--- config.mk ---
export PLATFORM = sky130hd
export DESIGN_NAME = rr_hold_arb
export DESIGN_NICKNAME = d
export VERILOG_FILES = /design/src/rtl/rr_hold_arb_pkg.sv /design/src/rtl/rr_hold_arb_pick.sv /design/src/rtl/rr_hold_arb.sv
export SDC_FILE = /design/constraint.sdc
export NUM_CORES = 1
export LEC_CHECK = 0
export BUFFER_PORTS_ARGS = -buffer_cell sky130_fd_sc_hd__buf_2
export CAP_MARGIN = 20
export CORE_MARGIN = 5
export CORE_UTILIZATION = 55
export CTS_CLUSTER_SIZE = 28
export DETAILED_ROUTE_END_ITERATION = 10
export PLACE_DENSITY = 0.78
export SLEW_MARGIN = 10
export SYNTH_ARGS = -nofsm -noshare
export SYNTH_HDL_FRONTEND = slang
export SYNTH_SLANG_ARGS = --single-unit
--- constraint.sdc ---
create_clock -name clk -period 6 [get_ports clk]
set_clock_uncertainty 0.15 [all_clocks]
set_input_delay 1.2 -clock clk [delete_from_list [all_inputs] [get_ports clk]]
set_output_delay 1.2 -clock clk [all_outputs]
set_load 0.02 [all_outputs]
--- src/rtl/rr_hold_arb_pkg.sv ---
// rr_hold_arb_pkg
//   Shared types and helpers for the round-robin hold arbiter family.
//   - arb_state_e : arbiter FSM state encoding (IDLE, GRANT, GAP)
//   - width_of    : counter/index width helper, never returns less than 1
//   - onehot_to_idx : index of the set bit of a one-hot vector (0 if none)
package rr_hold_arb_pkg;

   typedef enum logic [1:0] {
      ST_IDLE  = 2'd0,
      ST_GRANT = 2'd1,
      ST_GAP   = 2'd2
   } arb_state_e;

   // Bits needed to hold values 0..v-1, minimum 1 bit.
   function automatic int width_of(input int v);
      return (v > 1) ? $clog2(v) : 1;
   endfunction

   localparam int ONEHOT_MAX = 64;

   function automatic int onehot_to_idx(input logic [ONEHOT_MAX-1:0] oh);
      int idx;
      idx = 0;
      for (int i = 0; i < ONEHOT_MAX; i++) begin
         if (oh[i]) idx = i;
      end
      return idx;
   endfunction

endpackage

--- src/rtl/rr_hold_arb_pick.sv ---
// rr_pick
//   Combinational round-robin picker. Scans req starting at ptr and wrapping
//   modulo N; the first requester found wins.
//   Ports:
//     req        in  [N-1:0]    request vector
//     ptr        in  [IDW-1:0]  highest-priority channel
//     any        out            at least one request present
//     win_id     out [IDW-1:0]  encoded winner (0 when !any)
//     win_onehot out [N-1:0]    one-hot winner (0 when !any)
module rr_pick
   import rr_hold_arb_pkg::*;
#(
   parameter int N   = 4,
   parameter int IDW = width_of(N)
) (
   input  logic [N-1:0]   req,
   input  logic [IDW-1:0] ptr,
   output logic           any,
   output logic [IDW-1:0] win_id,
   output logic [N-1:0]   win_onehot
);

   logic           found;
   logic [IDW-1:0] idx;

   always_comb begin
      win_onehot = '0;
      found      = 1'b0;
      idx        = '0;
      for (int k = 0; k < N; k++) begin
         idx = IDW'((int'(ptr) + k) % N);
         if (!found && req[idx]) begin
            win_onehot[idx] = 1'b1;
            found           = 1'b1;
         end
      end
   end

   assign any    = |req;
   assign win_id = IDW'(onehot_to_idx(ONEHOT_MAX'(win_onehot)));

endmodule

--- src/rtl/rr_hold_arb.sv ---
// rr_hold_arb
//   N-channel round-robin arbiter with bounded grant tenure (MAX_HOLD) and a
//   programmable idle gap (GAP_CYCLES) between grants.
//   Handshake: req[i] is a level held until served. A grant lasts until the
//   granted channel pulses done, drops req, or reaches MAX_HOLD cycles; done
//   and req on channels that are not granted are ignored while a grant runs.
//   Ports:
//     clk, rst_n  clock, asynchronous active-low reset
//     req, done   [N-1:0] per-channel request level / completion pulse
//     gnt         [N-1:0] registered one-hot grant
//     gnt_vld     registered OR of gnt
//     gnt_id      encoded granted channel, valid while gnt_vld
//     timeout     one-cycle pulse on the first idle cycle after a forced release
//     ptr         current highest-priority channel
module rr_hold_arb
   import rr_hold_arb_pkg::*;
#(
   parameter int N          = 4,
   parameter int MAX_HOLD   = 8,
   parameter int GAP_CYCLES = 1
) (
   input  logic                  clk,
   input  logic                  rst_n,
   input  logic [N-1:0]          req,
   input  logic [N-1:0]          done,
   output logic [N-1:0]          gnt,
   output logic                  gnt_vld,
   output logic [width_of(N)-1:0] gnt_id,
   output logic                  timeout,
   output logic [width_of(N)-1:0] ptr
);

   localparam int IDW = width_of(N);
   localparam int HCW = width_of(MAX_HOLD + 1);
   localparam int GCW = width_of(GAP_CYCLES + 1);

   arb_state_e     state_q, state_d;
   logic [N-1:0]   gnt_q, gnt_d;
   logic           gnt_vld_q;
   logic [IDW-1:0] gnt_id_q, gnt_id_d;
   logic           timeout_q, timeout_d;
   logic [IDW-1:0] ptr_q, ptr_d;
   logic [HCW-1:0] hold_cnt_q, hold_cnt_d;
   logic [GCW-1:0] gap_cnt_q, gap_cnt_d;

   logic           do_arb;
   logic           forced;
   logic [IDW-1:0] next_ptr;
   logic [IDW-1:0] pick_ptr;
   logic           pick_any;
   logic [IDW-1:0] pick_id;
   logic [N-1:0]   pick_onehot;

   assign next_ptr = (gnt_id_q == IDW'(N - 1)) ? '0 : gnt_id_q + IDW'(1);

   // During GRANT the only arbitration that can happen is the back-to-back
   // one on release, which must already see the advanced pointer so the
   // releasing channel drops to lowest priority.
   assign pick_ptr = (state_q == ST_GRANT) ? next_ptr : ptr_q;

   rr_pick #(.N(N), .IDW(IDW)) u_pick (
      .req        (req),
      .ptr        (pick_ptr),
      .any        (pick_any),
      .win_id     (pick_id),
      .win_onehot (pick_onehot)
   );

   always_comb begin
      state_d    = state_q;
      gnt_d      = gnt_q;
      gnt_id_d   = gnt_id_q;
      timeout_d  = 1'b0;
      ptr_d      = ptr_q;
      hold_cnt_d = hold_cnt_q;
      gap_cnt_d  = gap_cnt_q;
      do_arb     = 1'b0;
      forced     = 1'b0;

      case (state_q)
         ST_IDLE: do_arb = 1'b1;

         ST_GRANT: begin
            // done wins over the hold limit, so a collision is a normal release.
            forced = !done[gnt_id_q] && req[gnt_id_q] &&
                     (hold_cnt_q == HCW'(MAX_HOLD));
            if (done[gnt_id_q] || !req[gnt_id_q] || forced) begin
               gnt_d      = '0;
               hold_cnt_d = '0;
               ptr_d      = next_ptr;
               timeout_d  = forced;
               if (GAP_CYCLES > 0) begin
                  state_d   = ST_GAP;
                  gap_cnt_d = GCW'(GAP_CYCLES);
               end else if (forced) begin
                  // Keep one idle cycle so the timeout pulse never overlaps a grant.
                  state_d = ST_IDLE;
               end else begin
                  do_arb = 1'b1;
               end
            end else begin
               hold_cnt_d = hold_cnt_q + HCW'(1);
            end
         end

         ST_GAP: begin
            // Last gap cycle arbitrates directly so gnt is low exactly GAP_CYCLES cycles.
            if (gap_cnt_q <= GCW'(1)) do_arb = 1'b1;
            else                      gap_cnt_d = gap_cnt_q - GCW'(1);
         end

         default: state_d = ST_IDLE;
      endcase

      if (do_arb) begin
         gap_cnt_d = '0;
         if (pick_any) begin
            state_d    = ST_GRANT;
            gnt_d      = pick_onehot;
            gnt_id_d   = pick_id;
            hold_cnt_d = HCW'(1);
         end else begin
            state_d = ST_IDLE;
            gnt_d   = '0;
         end
      end
   end

   always_ff @(posedge clk or negedge rst_n) begin
      if (!rst_n) begin
         state_q    <= ST_IDLE;
         gnt_q      <= '0;
         gnt_vld_q  <= 1'b0;
         gnt_id_q   <= '0;
         timeout_q  <= 1'b0;
         ptr_q      <= '0;
         hold_cnt_q <= '0;
         gap_cnt_q  <= '0;
      end else begin
         state_q    <= state_d;
         gnt_q      <= gnt_d;
         gnt_vld_q  <= |gnt_d;
         gnt_id_q   <= gnt_id_d;
         timeout_q  <= timeout_d;
         ptr_q      <= ptr_d;
         hold_cnt_q <= hold_cnt_d;
         gap_cnt_q  <= gap_cnt_d;
      end
   end

   assign gnt     = gnt_q;
   assign gnt_vld = gnt_vld_q;
   assign gnt_id  = gnt_id_q;
   assign timeout = timeout_q;
   assign ptr     = ptr_q;

endmodule

### Word level (Yosys, flattened, before mapping)

Cells that the tools add are included.

* add/sub/neg operators: 6
* multiply operators: 0
* div/mod/pow operators: 0
* order comparisons: 10
* equal/unequal tests: 7
* shifts and indexed selects: 0
* multiplexer cells: 52
* bitwise gates (word level): 3
* reductions and logical operators: 25

Operators with widths (number)
* 4-bit 2-to-1 mux: 12
* 1-bit 2-to-1 mux: 21
* 2-bit by 3-bit less-than comparator with 1-bit output (second input constant): 5
* 1-bit binary-select mux with 2-bit select: 6
* 2-bit 2-to-1 mux: 6
* 4-bit OR: 3
* 1-bit logical AND: 9
* 1-bit demux with 2-bit select: 4
* 2-bit by 1-bit greater-or-equal comparator with 1-bit output (second input constant): 4
* 4-bit OR reduction: 2
* 2-bit AND reduction: 3
* 1-bit zero test: 5
* 2-bit by 1-bit adder with 2-bit output (second input constant): 2
* 2-bit adder (second input constant): 2
* 4-bit by 1-bit adder with 4-bit output (second input constant): 1
* 2-bit equality test (second input constant): 2
* 4-bit equality test (second input constant): 1
* 1-bit one-hot mux with 2 select lines: 2
* 2-bit one-hot mux with 2 select lines: 1
* 3-bit by 2-bit inequality test with 1-bit output (second input constant): 1
* 3-bit inequality test (second input constant): 1
* 3-bit AND reduction: 1
* 3-bit nonzero test: 1
* 2-bit by 1-bit equality test with 1-bit output (second input constant): 1
* other kinds (6): 7

* register bits: 17
* bits in latches: 0
* bits in writable memories: 0
* memory bits (read-only): 0
* input port bits: 10
* word-level logic and storage cells: 111
* memories kept: 0

### Longest topological paths before layout

Gate-level depths: netlist of the first run.

* depth in word-level cells: 18
* depth in mapped cells: 11
* depth with buffers taken out: 11

### By module

A second synthesis of the first run with hierarchy kept.

* cell total of the unflattened synthesis: 131
* area total of the unflattened synthesis: 1197.4 um^2

Modules (own cells, without submodules)
* rr_hold_arb: times used 1, cells an instance 84, area an instance 832.0 um^2
* rr_pick: times used 1, cells an instance 47, area an instance 365.4 um^2

### Worst setup path after synthesis of the first run

Ideal clock, no wire load.

* path kind: register to register
* start point: register gnt_id_q[0], in the netlist gnt_id[0]
* end point: register gnt_id_q[0], in the netlist gnt_id[0]
* setup time: 0.119 ns
* data arrival time: 3.022 ns
* setup slack: 2.710 ns
* cell stages (with the launch flop): 9
* clock period less this slack: 3.290 ns
* path through: dfrtp_1 > ha_1 > mux2i_1 > ha_1 > mux4_2 > and2_0 > a311o_1 > a32oi_2 > a21bo_1

* cells in the longest elaborated chain, start to end: 18

RTL lines
* start: declaration: line rr_hold_arb.sv:40 `logic [IDW-1:0] gnt_id_q, gnt_id_d;`
* start signal: assignment: line rr_hold_arb.sv:143 `gnt_id_q <= gnt_id_d;`
* 2-bit by 1-bit adder with 2-bit output / 2-bit equality test (equally long branches): line rr_hold_arb.sv:54 `assign next_ptr = (gnt_id_q == IDW'(N - 1)) ? '0 : gnt_id_q + IDW'(1);`
* 2-bit 2-to-1 mux (*): line rr_hold_arb.sv:54
* via next_ptr[1]: line rr_hold_arb.sv:48 `logic [IDW-1:0] next_ptr;`
* 2-bit 2-to-1 mux (*): line rr_hold_arb.sv:59 `assign pick_ptr = (state_q == ST_GRANT) ? next_ptr : ptr_q;`
* branches (longest 11 deep; another with 2-bit by 3-bit less-than comparator with 1-bit output)
* 4-bit 2-to-1 mux (*): line rr_hold_arb_pick.sv:32 `if (!found && req[idx]) begin`
* 1-bit 2-to-1 mux: line rr_hold_arb_pkg.sv:25 `if (oh[i]) idx = i;`
* 2-bit 2-to-1 mux: line rr_hold_arb_pkg.sv:25
* 2-bit 2-to-1 mux (*): line rr_hold_arb_pkg.sv:25

Mark *: on every way through the listed nets, which the timed path passes. The select of a mux whose other input is x is not followed.
A chain may end at the register's enable or synchronous reset.

### Worst setup path after layout of the first run

Ends and elaborated chain as after synthesis.

==> metrics.cfg, run 1 <==
[cts]
clk_pin_slew_ps=80
cts_buffers=3
cts-root-buf=clkbuf_4
clock-sinks=16
clk_latency_ps=290
clock_path_buffers=2
cts_hold_buffers=0
cts_tree=done
cts_setup_buffers=0
cts_resized=0
h-tree-depth=1

[drt]
routed_wl_mm=2.964
dr.first_iter.drc_count=39
firstDrtPassIters=4
drcViolationCount=0
final_antenna_net_count=0
vias=1114
vias_per_cell=6.155
wl_per_cell_um=16.38

[synthesis]
synth.avg_cell_area_um2=9.782
ys_top_cells_by_area=dfrtp_1 31%, ha_1 11%, mux2i_1 6.2%
synth-edff-count=0
synth.largest_area_cell=dfrtp_1
synth_area_mm2=0.001291
yosysWarningCount=0
syn-num-nets=153
netlist-cell-type-count=46
synth_cells=132
ys_seq_elements=16
synthArstFlopShare_pct=100.0
ys_seq_area_share_pct=31.01
synth_ff_type=dfrtp_1
synth_top_area_share_pct=31.01

[die]
rows=17
core_area_mm2=0.002233
die_h_um=58.46
dieWidth_um=58.46
die_area_mm2=0.003417
initial_core_util_pct=57.82
ios=20

[critical_path]
crit_path_end_kind=flip-flop
start_kind=flip-flop
path_max_fanout=9
crit_top_cell=ha_1
path_cells=ha_1 > mux2i_1 > ha_1 > mux4_2 > and2_0 > a311o_1 > a32oi_2 > a21bo_1
critical_path.max_stage_delay_ps=620
critPathKind=reg2reg
crit_slowest_cell=mux2i_1
cp.required_ps=6030
crit_arrival_ps=3570

[sta]
finalHoldViolCount=0
worst_pin_slew_ps=795.7
timing.final.ws_setup_ps=2462
period_needed_ps=3538
timing.fmax_mhz=282.6
finalMaxSlewViolations=0
setup_viol=0
slew_headroom_pct=45.44
setup-tns-final_ps=0
period_share_pct=58.97
rsz0062_at_grt=no

[place]
portBuffers=19
gp_congestion=0.9168
place_area_mm2=0.001410
place_inst=178
dpl_worst_slack_ps=2517
dpl.hpwl_mm=2.289

[global_route]
grt_pass1_vias=1043
antenna_found_initial=0
grt_usage_pct=19.19
grt_pass1_wl_mm=5.099
grt_max_degree=17
grt-ovfl-total=0

[flow_run]
cap_violations=0

[final_layout]
syn_to_final_growth_pct=10.95
drive_gt1_share_pct=24.84
final_cells=181
final_area_mm2=0.001433
n_antenna_cell=0
nNetsFinal=176

[status]
status=finished, final reports clean

[min_path]
min_path_type=reg2reg

-- worst max-delay path, delay by kind of cell (launching register included) --
kind                       cells  cell delay (ps)
DFF                            1              440
and+or+nand+nor                1              180
adders and majority gates      2              810
AOI/OAI and AO/OA              3              830
muxes                          2             1010
-- cells by family (layout without fill, tap and decap cells) --
| logic type | after synthesis | after routing | synth area share [%] |
|---|---|---|---|
| muxes | 14 | 14 | 15.21 |
| AOI/OAI and AO/OA | 27 | 27 | 17.15 |
| buffers and inverters | 11 | 32 | 3.973 |
| adders and majority gates | 11 | 11 | 10.66 |
| xor gates and xnor gates | 2 | 2 | 1.357 |
| DFF | 16 | 16 | 31.01 |
| and+or+nand+nor | 51 | 51 | 20.64 |
-- sequential cells by signal, summed over array words and instances, names as in the netlist --
register / flops
timeout: 1
gnt: 4
state_q: 2
gnt_id: 2
hold_cnt_q: 4
ptr: 2
gnt_vld: 1
-- path summary, 6_finish.rpt --
kind | startpoint | endpoint | slack, ps | cells after the start
worst max-delay path | gnt_id[0] | gnt_id[0] | 2460 | 8
min in group asynchronous | rst_n | state_q[0] | 650 | 1
worst max register to register | gnt_id[0] | gnt_id[0] | 2460 | 8
worst min register to register | gnt[1] | gnt[1] | 370 | 1
worst min-delay path | gnt[1] | gnt[1] | 370 | 1
max in group asynchronous | rst_n | gnt[2] | 4790 | 1
-- Yosys cell counts (2+ instances only) --
cell type,n
a22oi_1,2
a211oi_1,2
or2_2,2
o21ai_0,3
nand2_1,17
and2_1,2
a21oi_1,4
or3_1,2
nor2_1,11
nor4_1,2
nor2b_1,4
xor2_1,2
mux2i_1,8
ha_1,11
dfrtp_1,16
mux4_2,2
mux2_2,2
inv_1,9
and3_2,3
a311o_1,2
-- per-stage QoR --
step / utilization (%) / hold WS, ps
2_1_floorplan: - / 337.2
3_3_place_gp: 63.14 / 334.3
3_5_place_dp: 63.14 / 346.0
4_1_cts: 64.15 / 379.2
5_1_grt: 64.15 / 405.2
6_report: 64.15 / 374.8
-- cell usage in the layout (no fill, tap or decap), types with 3 or more instances in the layout --
cell type	n
and3_2	3
o21ai_0	3
a21oi_1	4
buf_2	19
nor2b_1	4
nor2_1	11
mux2i_1	8
dfrtp_1	16
inv_1	9
ha_1	11
clkbuf_4	3
nand2_1	17
-- final cells by class --
type	count	area, um2
flip-flops and latches	16	400.4
inverters	10	40.04
multi-input cells	105	839.6
well taps	28	35.03
fillers	191	800.8
clock buffers	3	22.52
repair buffers	19	95.09
-- layer usage --
metal	up-vias	track usage, %	part of all wire (%)
met1	549	25.34	44
li1	531	-	-
met2	32	32.06	50
met5	-	0	0
met3	2	4.605	5.7
met4	0	3.642	0.40
Power of run 1 is not shown: default switching activity piles up to over one toggle a cycle in this logic, so the estimate is an artifact.
==> run 2: changes to the inputs <==
==> constraint.sdc (replaced) <==
create_clock -name clk -period 3.5 [get_ports clk]
set_clock_uncertainty 0.15 [all_clocks]
set_input_delay 0.7 -clock clk [delete_from_list [all_inputs] [get_ports clk]]
set_output_delay 0.7 -clock clk [all_outputs]
set_load 0.02 [all_outputs]
==> metrics.cfg, run 2 (synthesis results as in run 1) <==
[status]
status=finished, final reports clean

[sta]
finalHoldViolCount=0
setup_viol=0
slew_headroom_pct=50.46
finalMaxSlewViolations=0
setup-tns-final_ps=0
rsz0062_at_grt=no
worst_pin_slew_ps=733.4
period_share_pct=92.03
timing.fmax_mhz=310.4
period_needed_ps=3221

[cts]
cts_buffers=3
clk_latency_ps=290
cts-root-buf=clkbuf_4
cts_resized=0
clock_path_buffers=2
clk_pin_slew_ps=100
cts_tree=done
h-tree-depth=1
cts_hold_buffers=0
cts_setup_buffers=0
clock-sinks=16

[global_route]
grt-ovfl-total=0
grt_pass1_wl_mm=5.188
grt_max_degree=17
antenna_found_initial=0
grt_pass1_vias=1148
grt_usage_pct=19.51

[drt]
firstDrtPassIters=4
final_antenna_net_count=0
wl_per_cell_um=15.83
vias_per_cell=6.092
routed_wl_mm=2.913
vias=1121
drcViolationCount=0
dr.first_iter.drc_count=30

[critical_path]
rr_endpoint=gnt_id[0]
cp.required_ps=3540
crit_path_end_kind=flip-flop
crit_slowest_cell=dfrtp_1
critical_path.max_stage_delay_ps=450
reg2regPathDepth=8
r2r_slack_ps=280
critPathBufInv=0
r2r_start=state_q[0]
start_kind=flip-flop
path_cells=nor2b_4 > mux2i_4 > ha_1 > mux4_2 > and2_0 > a311o_1 > a32oi_2 > a21bo_1
crit_arrival_ps=3260
path_max_fanout=8
critPathKind=reg2reg
worst_path_dominant_cell_family=compound AO/OA/AOI/OAI gates

[min_path]
min_path_type=in2async

[place]
place_inst=180
portBuffers=19
gp_congestion=0.9302
dpl.hpwl_mm=2.292
place_area_mm2=0.001425

[die]
die_area_mm2=0.003417
core_area_mm2=0.002233
initial_core_util_pct=57.82
dieWidth_um=58.46
rows=17
die_h_um=58.46
ios=20

[final_layout]
drive_gt1_share_pct=26.28
final_cell_mix=19 x buf_2, 17 x nand2_1, 16 x dfrtp_1
fill_cells=179
final_area_mm2=0.001461
final_cells=184
nNetsFinal=178
final_common_cell=buf_2
n_antenna_cell=0
syn_to_final_growth_pct=13.18
multi_input_area_um2=839.6
seqCellArea_um2=400.4

[flow_run]
cap_violations=0

-- run 2: changes by cell type in the layout (fill, tap and decap cells not counted) --
cell,before,now
clkbuf_8,0,1
buf_4,0,2
-- run 2: worst max path at each step --
stage | start | to | slack (ps) | cells past startpoint
finish | state_q[0] | gnt_id[0] | 280 | 8
global route | state_q[0] | gnt_vld | 80 | 8
CTS | state_q[0] | gnt_id[0] | 290 | 8
detailed placement | state_q[0] | gnt_id[0] | 310 | 8
global placement | state_q[0] | gnt_id[0] | 410 | 8
floorplan | gnt_id[0] | gnt_id[0] | 210 | 8
-- run 2: per-layer routing --
metal	wire, um	track usage, %	vias up
met4	18	5.298	0
li1	-	-	531
met5	0	0	-
met2	1456	33.01	36
met3	154	4.167	4
met1	1284	25.03	550
-- run 2: area by class of cell --
type,count,area share [%]
clock buffers,4,2.483
multi-input cells,105,57.45
flip-flops and latches,16,27.40
inverters,10,2.740
repair buffers,21,7.534
well taps,28,2.397
-- run 2: stage by stage --
stage	hold slack [ps]	utilization (%)	setup WS [ps]
6_report	145.2	65.43	278.9
2_1_floorplan	254.4	-	209.6
4_1_cts	149.3	65.43	287.2
5_1_grt	164.2	65.43	80.34
3_3_place_gp	344.2	63.81	414.0
3_5_place_dp	351.9	63.81	311.5
Power of run 2 is left out for the same reason.
